File: config.mk
export PLATFORM = sky130hd
export DESIGN_NAME = tag_sched
export DESIGN_NICKNAME = d
export VERILOG_FILES = /design/src/rtl/tag_sched.sv
export SDC_FILE = /design/constraint.sdc
export NUM_CORES = 1
export LEC_CHECK = 0
export ABC_AREA = 1
export CORE_MARGIN = 2
export CORE_UTILIZATION = 31
export CTS_BUF_LIST = sky130_fd_sc_hd__clkbuf_16
export CTS_CLUSTER_SIZE = 30
export DETAILED_ROUTE_END_ITERATION = 6
export PLACE_DENSITY = 0.78
export SLEW_MARGIN = 20
export SYNTH_ARGS = -nofsm -noshare
export SYNTH_HDL_FRONTEND = slang
export SYNTH_SLANG_ARGS = --single-unit
File: constraint.sdc
create_clock -name clk -period 1.8 [get_ports clk]
set_input_delay 0.36 -clock clk [delete_from_list [all_inputs] [get_ports clk]]
set_output_delay 0.36 -clock clk [all_outputs]
set_load 0.01 [all_outputs]
File: src/rtl/tag_sched.sv
// tag_sched: tag-store port scheduler for one cache bank.
//
// Arbitrates fills, core lookups and software-prefetch lookups onto the single
// tag/metadata port. It also runs a line-by-line flush walk after reset and
// whenever a flush is requested. Each grant or walk step produces a tagged
// response one cycle later, aligned with the tag store's read result.
//
// Optional feature: define TAG_SCHED_PERF_EN to enable the perf_pf_unused
// counter. When it is undefined, the output is tied to zero.
//
// Ports:
//   clk, reset (async, active-low)    clock / reset
//   stall                             blocks all grants and walk steps
//   flush_req / flush_busy            flush request pulse / walk active or pending
//   fill_*  / fill_ready              fill request handshake (+ prefetch origin)
//   core_*  / core_ready              core lookup handshake
//   pf_*    / pf_ready                software-prefetch lookup handshake
//   tag_lookup/fill/flush/write_prefetch, tag_addr   tag store controls
//   tag_match, tag_prefetch_used      tag store results, one cycle after issue
//   rsp_valid, rsp_src, rsp_hit       response for the previous-cycle issue
//   perf_pf_unused                    prefetched lines evicted unused
module tag_sched #(
    parameter int unsigned LINES           = 64,
    parameter int unsigned LINE_ADDR_WIDTH = 26,
    parameter int unsigned STARVE_MAX      = 15
) (
    input  logic                       clk,
    input  logic                       reset,
    input  logic                       stall,
    input  logic                       flush_req,
    output logic                       flush_busy,
    input  logic                       fill_valid,
    output logic                       fill_ready,
    input  logic [LINE_ADDR_WIDTH-1:0] fill_addr,
    input  logic                       fill_prefetch,
    input  logic                       core_valid,
    output logic                       core_ready,
    input  logic [LINE_ADDR_WIDTH-1:0] core_addr,
    input  logic                       pf_valid,
    output logic                       pf_ready,
    input  logic [LINE_ADDR_WIDTH-1:0] pf_addr,
    output logic                       tag_lookup,
    output logic                       tag_fill,
    output logic                       tag_flush,
    output logic                       tag_write_prefetch,
    output logic [LINE_ADDR_WIDTH-1:0] tag_addr,
    input  logic                       tag_match,
    input  logic                       tag_prefetch_used,
    output logic                       rsp_valid,
    output logic [1:0]                 rsp_src,
    output logic                       rsp_hit,
    output logic [31:0]                perf_pf_unused
);

    localparam int unsigned IDX_W = (LINES > 1) ? $clog2(LINES) : 1;

    localparam logic [1:0] ST_INIT  = 2'd0;
    localparam logic [1:0] ST_RUN   = 2'd1;
    localparam logic [1:0] ST_FLUSH = 2'd2;

    localparam logic [1:0] SRC_CORE  = 2'd0;
    localparam logic [1:0] SRC_PF    = 2'd1;
    localparam logic [1:0] SRC_FILL  = 2'd2;
    localparam logic [1:0] SRC_FLUSH = 2'd3;

    localparam logic [IDX_W-1:0] IDX_LAST   = IDX_W'(LINES - 1);
    localparam logic [7:0]       STARVE_LIM = 8'(STARVE_MAX);

    logic [1:0]       state_q, state_d;
    logic [IDX_W-1:0] idx_q, idx_d;
    logic             pend_q, pend_d;
    logic [7:0]       starve_q, starve_d;
    logic             armed_q;
    logic             rsp_valid_q, rsp_valid_d;
    logic [1:0]       rsp_src_q, rsp_src_d;

    logic in_walk, active, walk_step, run_ok, pf_prio;
    logic fill_gnt, core_gnt, pf_gnt;

    // armed_q keeps the port quiet for the first cycle after reset release.
    always_comb begin
        in_walk   = (state_q != ST_RUN);
        active    = armed_q && !stall;
        walk_step = active && in_walk;
        run_ok    = active && !in_walk;
        pf_prio   = (starve_q == STARVE_LIM);
        fill_gnt  = run_ok && fill_valid;
        // A starved prefetch outranks core, but never a fill.
        pf_gnt    = run_ok && pf_valid && !fill_valid && (pf_prio || !core_valid);
        core_gnt  = run_ok && core_valid && !fill_valid && !pf_gnt;
    end

    assign fill_ready = fill_gnt;
    assign core_ready = core_gnt;
    assign pf_ready   = pf_gnt;

    assign tag_flush          = walk_step;
    assign tag_fill           = fill_gnt;
    assign tag_lookup         = core_gnt || pf_gnt;
    // Prefetch probes write the prefetch bit so they do not mark a line as used.
    assign tag_write_prefetch = (fill_gnt && fill_prefetch) || pf_gnt;

    always_comb begin
        tag_addr = '0;
        if (walk_step)     tag_addr = LINE_ADDR_WIDTH'(idx_q);
        else if (fill_gnt) tag_addr = fill_addr;
        else if (pf_gnt)   tag_addr = pf_addr;
        else if (core_gnt) tag_addr = core_addr;
    end

    assign flush_busy = in_walk || pend_q;

    always_comb begin
        state_d  = state_q;
        idx_d    = idx_q;
        pend_d   = pend_q;
        starve_d = starve_q;
        if (in_walk) begin
            if (flush_req) pend_d = 1'b1;
            if (walk_step) begin
                if (idx_q == IDX_LAST) begin
                    idx_d = '0;
                    // A request in the final step folds into the restart; the
                    // pending flag stays set only if both were present.
                    if (pend_q || flush_req) begin
                        state_d = ST_FLUSH;
                        pend_d  = pend_q && flush_req;
                    end else begin
                        state_d = ST_RUN;
                    end
                end else begin
                    idx_d = idx_q + 1'b1;
                end
            end
        end else begin
            if (flush_req) begin
                state_d = ST_FLUSH;
                idx_d   = '0;
            end
            if (run_ok) begin
                if (pf_gnt)
                    starve_d = '0;
                else if (pf_valid && (starve_q != STARVE_LIM))
                    starve_d = starve_q + 8'd1;
            end
        end
    end

    always_comb begin
        rsp_valid_d = walk_step || fill_gnt || core_gnt || pf_gnt;
        if (walk_step)     rsp_src_d = SRC_FLUSH;
        else if (fill_gnt) rsp_src_d = SRC_FILL;
        else if (pf_gnt)   rsp_src_d = SRC_PF;
        else               rsp_src_d = SRC_CORE;
    end

    always_ff @(posedge clk or negedge reset) begin
        if (!reset) begin
            state_q     <= ST_INIT;
            idx_q       <= '0;
            pend_q      <= 1'b0;
            starve_q    <= '0;
            armed_q     <= 1'b0;
            rsp_valid_q <= 1'b0;
            rsp_src_q   <= SRC_CORE;
        end else begin
            state_q     <= state_d;
            idx_q       <= idx_d;
            pend_q      <= pend_d;
            starve_q    <= starve_d;
            armed_q     <= 1'b1;
            rsp_valid_q <= rsp_valid_d;
            rsp_src_q   <= rsp_src_d;
        end
    end

    assign rsp_valid = rsp_valid_q;
    assign rsp_src   = rsp_src_q;
    assign rsp_hit   = rsp_valid_q && (rsp_src_q != SRC_FLUSH) && tag_match;

`ifdef TAG_SCHED_PERF_EN
    logic [31:0] perf_q;

    always_ff @(posedge clk or negedge reset) begin
        if (!reset)
            perf_q <= '0;
        else if (rsp_valid_q && (rsp_src_q == SRC_FILL) && !tag_prefetch_used)
            perf_q <= perf_q + 32'd1;
    end

    assign perf_pf_unused = perf_q;
`else
    logic unused_prefetch_used;
    assign unused_prefetch_used = tag_prefetch_used;
    assign perf_pf_unused       = '0;
`endif

endmodule

* Word level (Yosys, flattened, before mapping)
Cells that the tools add are included.
** Word-level totals
- Bits in registers :: 21
- Bits in latches :: 0
- Bits in writable memories :: 0
- ROM bits :: 0
- Input bits :: 88
- Output and inout bits :: 70
- Word-level logic and storage cells :: 72
- Memories kept :: 0
** Cells by class
- Add/subtract/negate cells :: 2
- Multiply operators :: 0
- Div/mod/pow operators :: 0
- Magnitude comparators :: 0
- Eq/ne operators :: 7
- Shifts and indexed selects :: 0
- Mux-type cells :: 22
- Bitwise operators :: 1
- Reductions and logical operators :: 33
** Operators by type and width (number)
- 26-bit 2-to-1 mux :: 4
- 6-bit 2-to-1 mux :: 4
- 8-bit 2-to-1 mux :: 2
- 1-bit logical AND :: 15
- 2-bit 2-to-1 mux :: 7
- 8-bit by 1-bit adder with 8-bit output (second input constant) :: 1
- 8-bit by 4-bit equality test with 1-bit output (second input constant) :: 1
- 1-bit logical OR :: 8
- 8-bit by 4-bit != test with 1-bit output (second input constant) :: 1
- 6-bit by 1-bit adder with 6-bit output (second input constant) :: 1
- 6-bit equality test (second input constant) :: 1
- 2-bit by 1-bit != test with 1-bit output (second input constant) :: 3
- 3-bit AND reduction :: 2
- 1-bit logical NOT :: 5
- 1-bit 2-to-1 mux :: 5
- 2-bit nonzero test :: 2
- 2-bit != test (second input constant) :: 1
- 2-bit AND reduction :: 1
- 1-bit inverter :: 1

* Logic depth before layout (Yosys ltp)
- Depth in word-level cells :: 12
- Mapped depth :: 9
- Depth with buffers taken out :: 9

* Worst setup path before layout
OpenSTA, ideal clock, no wires.
- Path kind :: register to output
- Start point :: register starve_q[0]
- End point :: output tag_addr[1]
- Arrival time :: 1453 ps
- Data required time :: 1440 ps
- Slack :: -13 ps
- Cell stages (with the launch flop) :: 9
- Path buffers :: 2
- Cells stage by stage :: dfrtp_1 -> ha_1 -> nand3_2 -> o21bai_4 -> nand2_2 -> buf_6 -> buf_6 -> nand3_1 -> nand4_1
** On the way
- Word-level cells in the longest chain between the ends :: 9
** Ends and longest elaborated chain
- from (decl) :: RTL line 72 : logic [7:0] starve_q, starve_d;
- from (signal assigned) :: RTL line 170 : starve_q <= starve_d;
- 8-bit by 4-bit equality test with 1-bit output (*) :: RTL line 86 : pf_prio = (starve_q == STARVE_LIM);
- 1-bit logical OR (*) :: RTL line 89 : pf_gnt = run_ok && pf_valid && !fill_valid && (pf_prio || !core_valid);
- 1-bit logical AND (*) :: RTL line 89
- 1-bit logical NOT :: RTL line 90 : core_gnt = run_ok && core_valid && !fill_valid && !pf_gnt;
- 1-bit logical AND :: RTL line 90
- 26-bit 2-to-1 mux :: RTL line 108 : else if (core_gnt) tag_addr = core_addr;
- 26-bit 2-to-1 mux (*) :: RTL line 107 : else if (pf_gnt) tag_addr = pf_addr;
- 26-bit 2-to-1 mux (*) :: RTL line 106 : else if (fill_gnt) tag_addr = fill_addr;
- 26-bit 2-to-1 mux (*) :: RTL line 105 : if (walk_step) tag_addr = LINE_ADDR_WIDTH'(idx_q);
- to (decl) :: RTL line 46 : output logic [LINE_ADDR_WIDTH-1:0] tag_addr,
Every way passes the cells marked *; elsewhere a longest branch is shown, timed or not.

* Worst setup path after layout
- Start point :: register starve_q[6]
- End point :: output tag_addr[15]
Same word-level chain as after synthesis.

==> flow_summary.ini <==
[status]
outcome = complete, but fails checks
failed_checks = setup timing

[global_routing]
grtUsageTotal_pct = 21.6
gr-usage-met3_pct = 3.50
grt_use_met2_pct = 39.2
grt_pass1_wl_um = 12800
antenna_found_initial = 0
grt-busiest-layer = met2
overflow = 0
grt_max_degree = 22
grt_use_met1_pct = 27.4
grt_pass1_vias = 2623

[power_and_ir_drop]
netSwitchingFraction_pct = 29.5
p_int_uw = 1110
p_clk_share_pct = 30.7
ir_drop_mv = 0.409
cellLeakagePower_uw = 0.00203
sequentialPowerShare_pct = 38.2
p_per_area_nw_per_um2 = 386
switchingPower_uw = 466
combPwrFrac_pct = 31.1

[yosys]
synthesis.area_um2 = 2050
yosys.area_share.simple_pct = 44.3
synth_top_family_by_area = simple AND/OR/NAND/NOR gates
ys_seq_elements = 21
synth_area_per_cell_um2 = 6.52
synth_mux_area_share_pct = 0
ys_seq_area_share_pct = 25.7
synthCells = 314
ys_types = 32
synth-xor-area-share_pct = 1.28
synth_fa_ha_area_share_pct = 1.22
synth_compound_area_share_pct = 6.36
yosysWarnings = 0

[sta]
finalMaxSlewViolations = 0
rsz0062_at_grt = true
fmax_ghz = 0.474
hold_violations = 0
finalCritPeriodShare_pct = 117
min_period_ns = 2.11
setup-violations-final = 29
setup_ws_ns = -0.309
skew_ns = 0.00188

[final_layout]
area_delta_synth_final_pct = 100
drive_above_1_share_pct = 32.4
stdcell_area_um2 = 4090
antenna_cells = 0
nets = 575
layout.cells.non_filler = 561
fill_cells = 525

[die]
die_area_um2 = 7270
die_x_um = 85.2
io_pins = 158
core_area_um2 = 6350
floorplan.initialDensity_pct = 32.2
die_height_um = 85.2
row_count = 29

[drt]
vias = 2694
vias_per_cell = 4.80
drt_iter0_markers = 115
drtPass1Iterations = 4
avgRoutedWirePerCell_um = 15.3
ant_nets = 0
drc_errors = 0
drt_wl_total_um = 8600

[clock_tree]
cts_root_buffer = clkbuf_16
clk_latency_ns = 0.26
cts_tree = yes
path_clk_slew_ns = 0.06
htreeDepth = 1
cts_buffers = 3
cts_sinks = 21
clockBufferDepth = 2

[critical_path]
cp.buffers_inverters = 3
cp_top_family = simple AND/OR/NAND/NOR gates
cp.arrival_ns = 1.75
crit_chain = nor2_2, nand2_2, o21bai_4, nand2_4, buf_12, buf_16, nand3_2, nand3_2, buf_6
worstSetupEndpointType = output pin
cp.required_ns = 1.44
cp_max_fo = 6
critPathMaxStageDelay_ns = 0.39
crit_type = flip-flop to output pin
timing.critical_path.mode_cell = nand3_2
crit_slowest_cell = dfrtp_1
setup.worst_path.start_class = flip-flop

[place]
dp.cells = 536
numPortBuffers = 124
hpwl_um = 5630
placed_cell_area_um2 = 3480
gp_congestion = 0.835

[min_path]
hp-class = primary input to asynchronous set/reset pin

[run]
drv_cap = 0
==> synthesized netlist by cell type <==
cell	instances	area, µm²
a21o_1	1	7.51
nor2_4	2	22.5
nor2_1	19	71.3
xnor2_1	1	8.76
a22o_1	1	8.76
o31ai_1	1	7.51
nor2_8	1	20.0
nand4_1	8	50.1
nand3_1	64	320
ha_1	2	25.0
buf_4	35	263
inv_1	22	82.6
nand2_2	1	6.26
dfrtp_1	21	526
nand3b_1	2	15.0
nand3_2	1	10.0
buf_6	4	45.0
a21oi_1	5	25.0
o21bai_4	1	18.8
inv_2	2	7.51
clkbuf_1	2	7.51
o21ai_0	8	40.0
nor3_1	2	10.0
nand2_1	95	357
conb_1	2	7.51
or2_2	1	6.26
o22ai_1	1	6.26
a21oi_2	1	8.76
nand3_4	1	17.5
xor2_1	2	17.5
o21bai_1	1	7.51
buf_2	4	20.0
==> registers in the layout (all words and copies together), names as in the netlist <==
signal	count
starve_q	8
idx_q	6
armed_q	1
rsp_valid	1
pend_q	1
rsp_src	2
state_q	2
==> cells in the final DEF, fill, tap and decap left out, drive strengths merged <==
master	count
a21o	1
inv	24
nor2	22
nand2	96
clkinv	1
dlygate4sd2	4
dlymetal6s2s	1
o21bai	2
dfrtp	21
xnor2	1
a22o	1
nand3	66
clkdlybuf4s50	86
a21oi	6
or2	1
nand4	8
o22ai	1
nand3b	2
o21ai	8
buf	86
nor3	2
o31ai	1
conb	33
xor2	2
ha	2
clkdlybuf4s15	1
clkbuf	5
==> repair_timing <==
action | in CTS | in global routing
gates cloned | 4 | 2
buffers inserted | 12 | 6
hold buffers | 0 | 0
setup endpoints to repair | 36 | 46
pin swaps | 9 | 9
gates resized for setup | 194 | 41
==> power by group through the flow <==
| stage | logic, µW | registers (µW) | clock network (µW) |
|---|---|---|---|
| after CTS | 483 | 602 | 494 |
| final | 492 | 603 | 485 |
| after global routing | 543 | 616 | 512 |
| after global placement | 477 | 607 | 0 |
| after detailed placement | 491 | 609 | 0 |
| after floorplan | 251 | 592 | 0 |
==> worst paths after layout <==
| check | startpoint | endpoint | slack [ns] | cells past startpoint |
|---|---|---|---|---|
| max in group asynchronous | reset | armed_q$_DFF_PN0_ | 1.11 | 2 |
| worst min-delay path | reset | pend_q$_DFFE_PN0P_ | 0.46 | 2 |
| min in group clk | idx_q[0]$_DFFE_PN0P_ | idx_q[0]$_DFFE_PN0P_ | 0.55 | 1 |
| worst min register to register | idx_q[0]$_DFFE_PN0P_ | idx_q[0]$_DFFE_PN0P_ | 0.55 | 1 |
| worst max-delay path | starve_q[6]$_DFFE_PN0P_ | tag_addr[15] | -0.31 | 9 |
| worst max register to register | starve_q[6]$_DFFE_PN0P_ | starve_q[7]$_DFFE_PN0P_ | 0.08 | 10 |
==> worst reg2reg max path, cell delays in order, from the launching register on <==
cell	delay (ns)
dfrtp_1	0.39
nor2_2	0.14
nand2_2	0.10
o21bai_4	0.19
nand2_4	0.11
buf_12	0.15
buf_16	0.14
buf_6	0.12
buf_6	0.12
nand3_1	0.06
o21ai_0	0.08
==> through the flow <==
| step | hold slack, ns | util [%] | setup TNS, ns | total power, µW | setup WS [ns] |
|---|---|---|---|---|---|
| final | 0.456 | 64.5 | -6.92 | 1580 | -0.309 |
| after global routing | 0.502 | 64.5 | -9.69 | 1670 | -0.401 |
| after CTS | 0.466 | 61.0 | -7.24 | 1580 | -0.329 |
| after detailed placement | 0.542 | 54.8 | -27.46 | 1100 | -0.832 |
| after global placement | 0.517 | 54.8 | -26.11 | 1080 | -0.788 |
| after floorplan | 0.0644 | - | 0 | 844 | 0.0149 |
==> per-layer routing <==
metal	part of all wire, %	up-vias	wire length, µm
met2	55	115	4710
li1	-	1301	-
met3	6.4	8	547
met4	1.3	0	108
met1	38	1270	3230
met5	0	-	0
==> cell type report <==
| class | instances | area [µm²] | share of cell area, % |
|---|---|---|---|
| Inverter | 24 | 92.6 | 2.26 |
| Sequential cell | 21 | 526 | 12.8 |
| Multi-Input combinational cell | 255 | 1480 | 36.2 |
| Clock buffer | 3 | 75.1 | 1.83 |
| Clock inverter | 1 | 5.00 | 0.122 |
| Timing Repair Buffer | 180 | 1820 | 44.3 |
| Tap cell | 77 | 96.3 | 2.35 |
==> cells by family after synthesis <==
| logic type | after synthesis |
|---|---|
| and+or+nand+nor | 197 |
| buffers and inverters | 69 |
| DFF | 21 |
| AOI/OAI and AO/OA | 20 |
| xor gates and xnor gates | 3 |
| adders and majority gates | 2 |
| other | 2 |
Note: power is estimated with default switching activity, not from simulation.
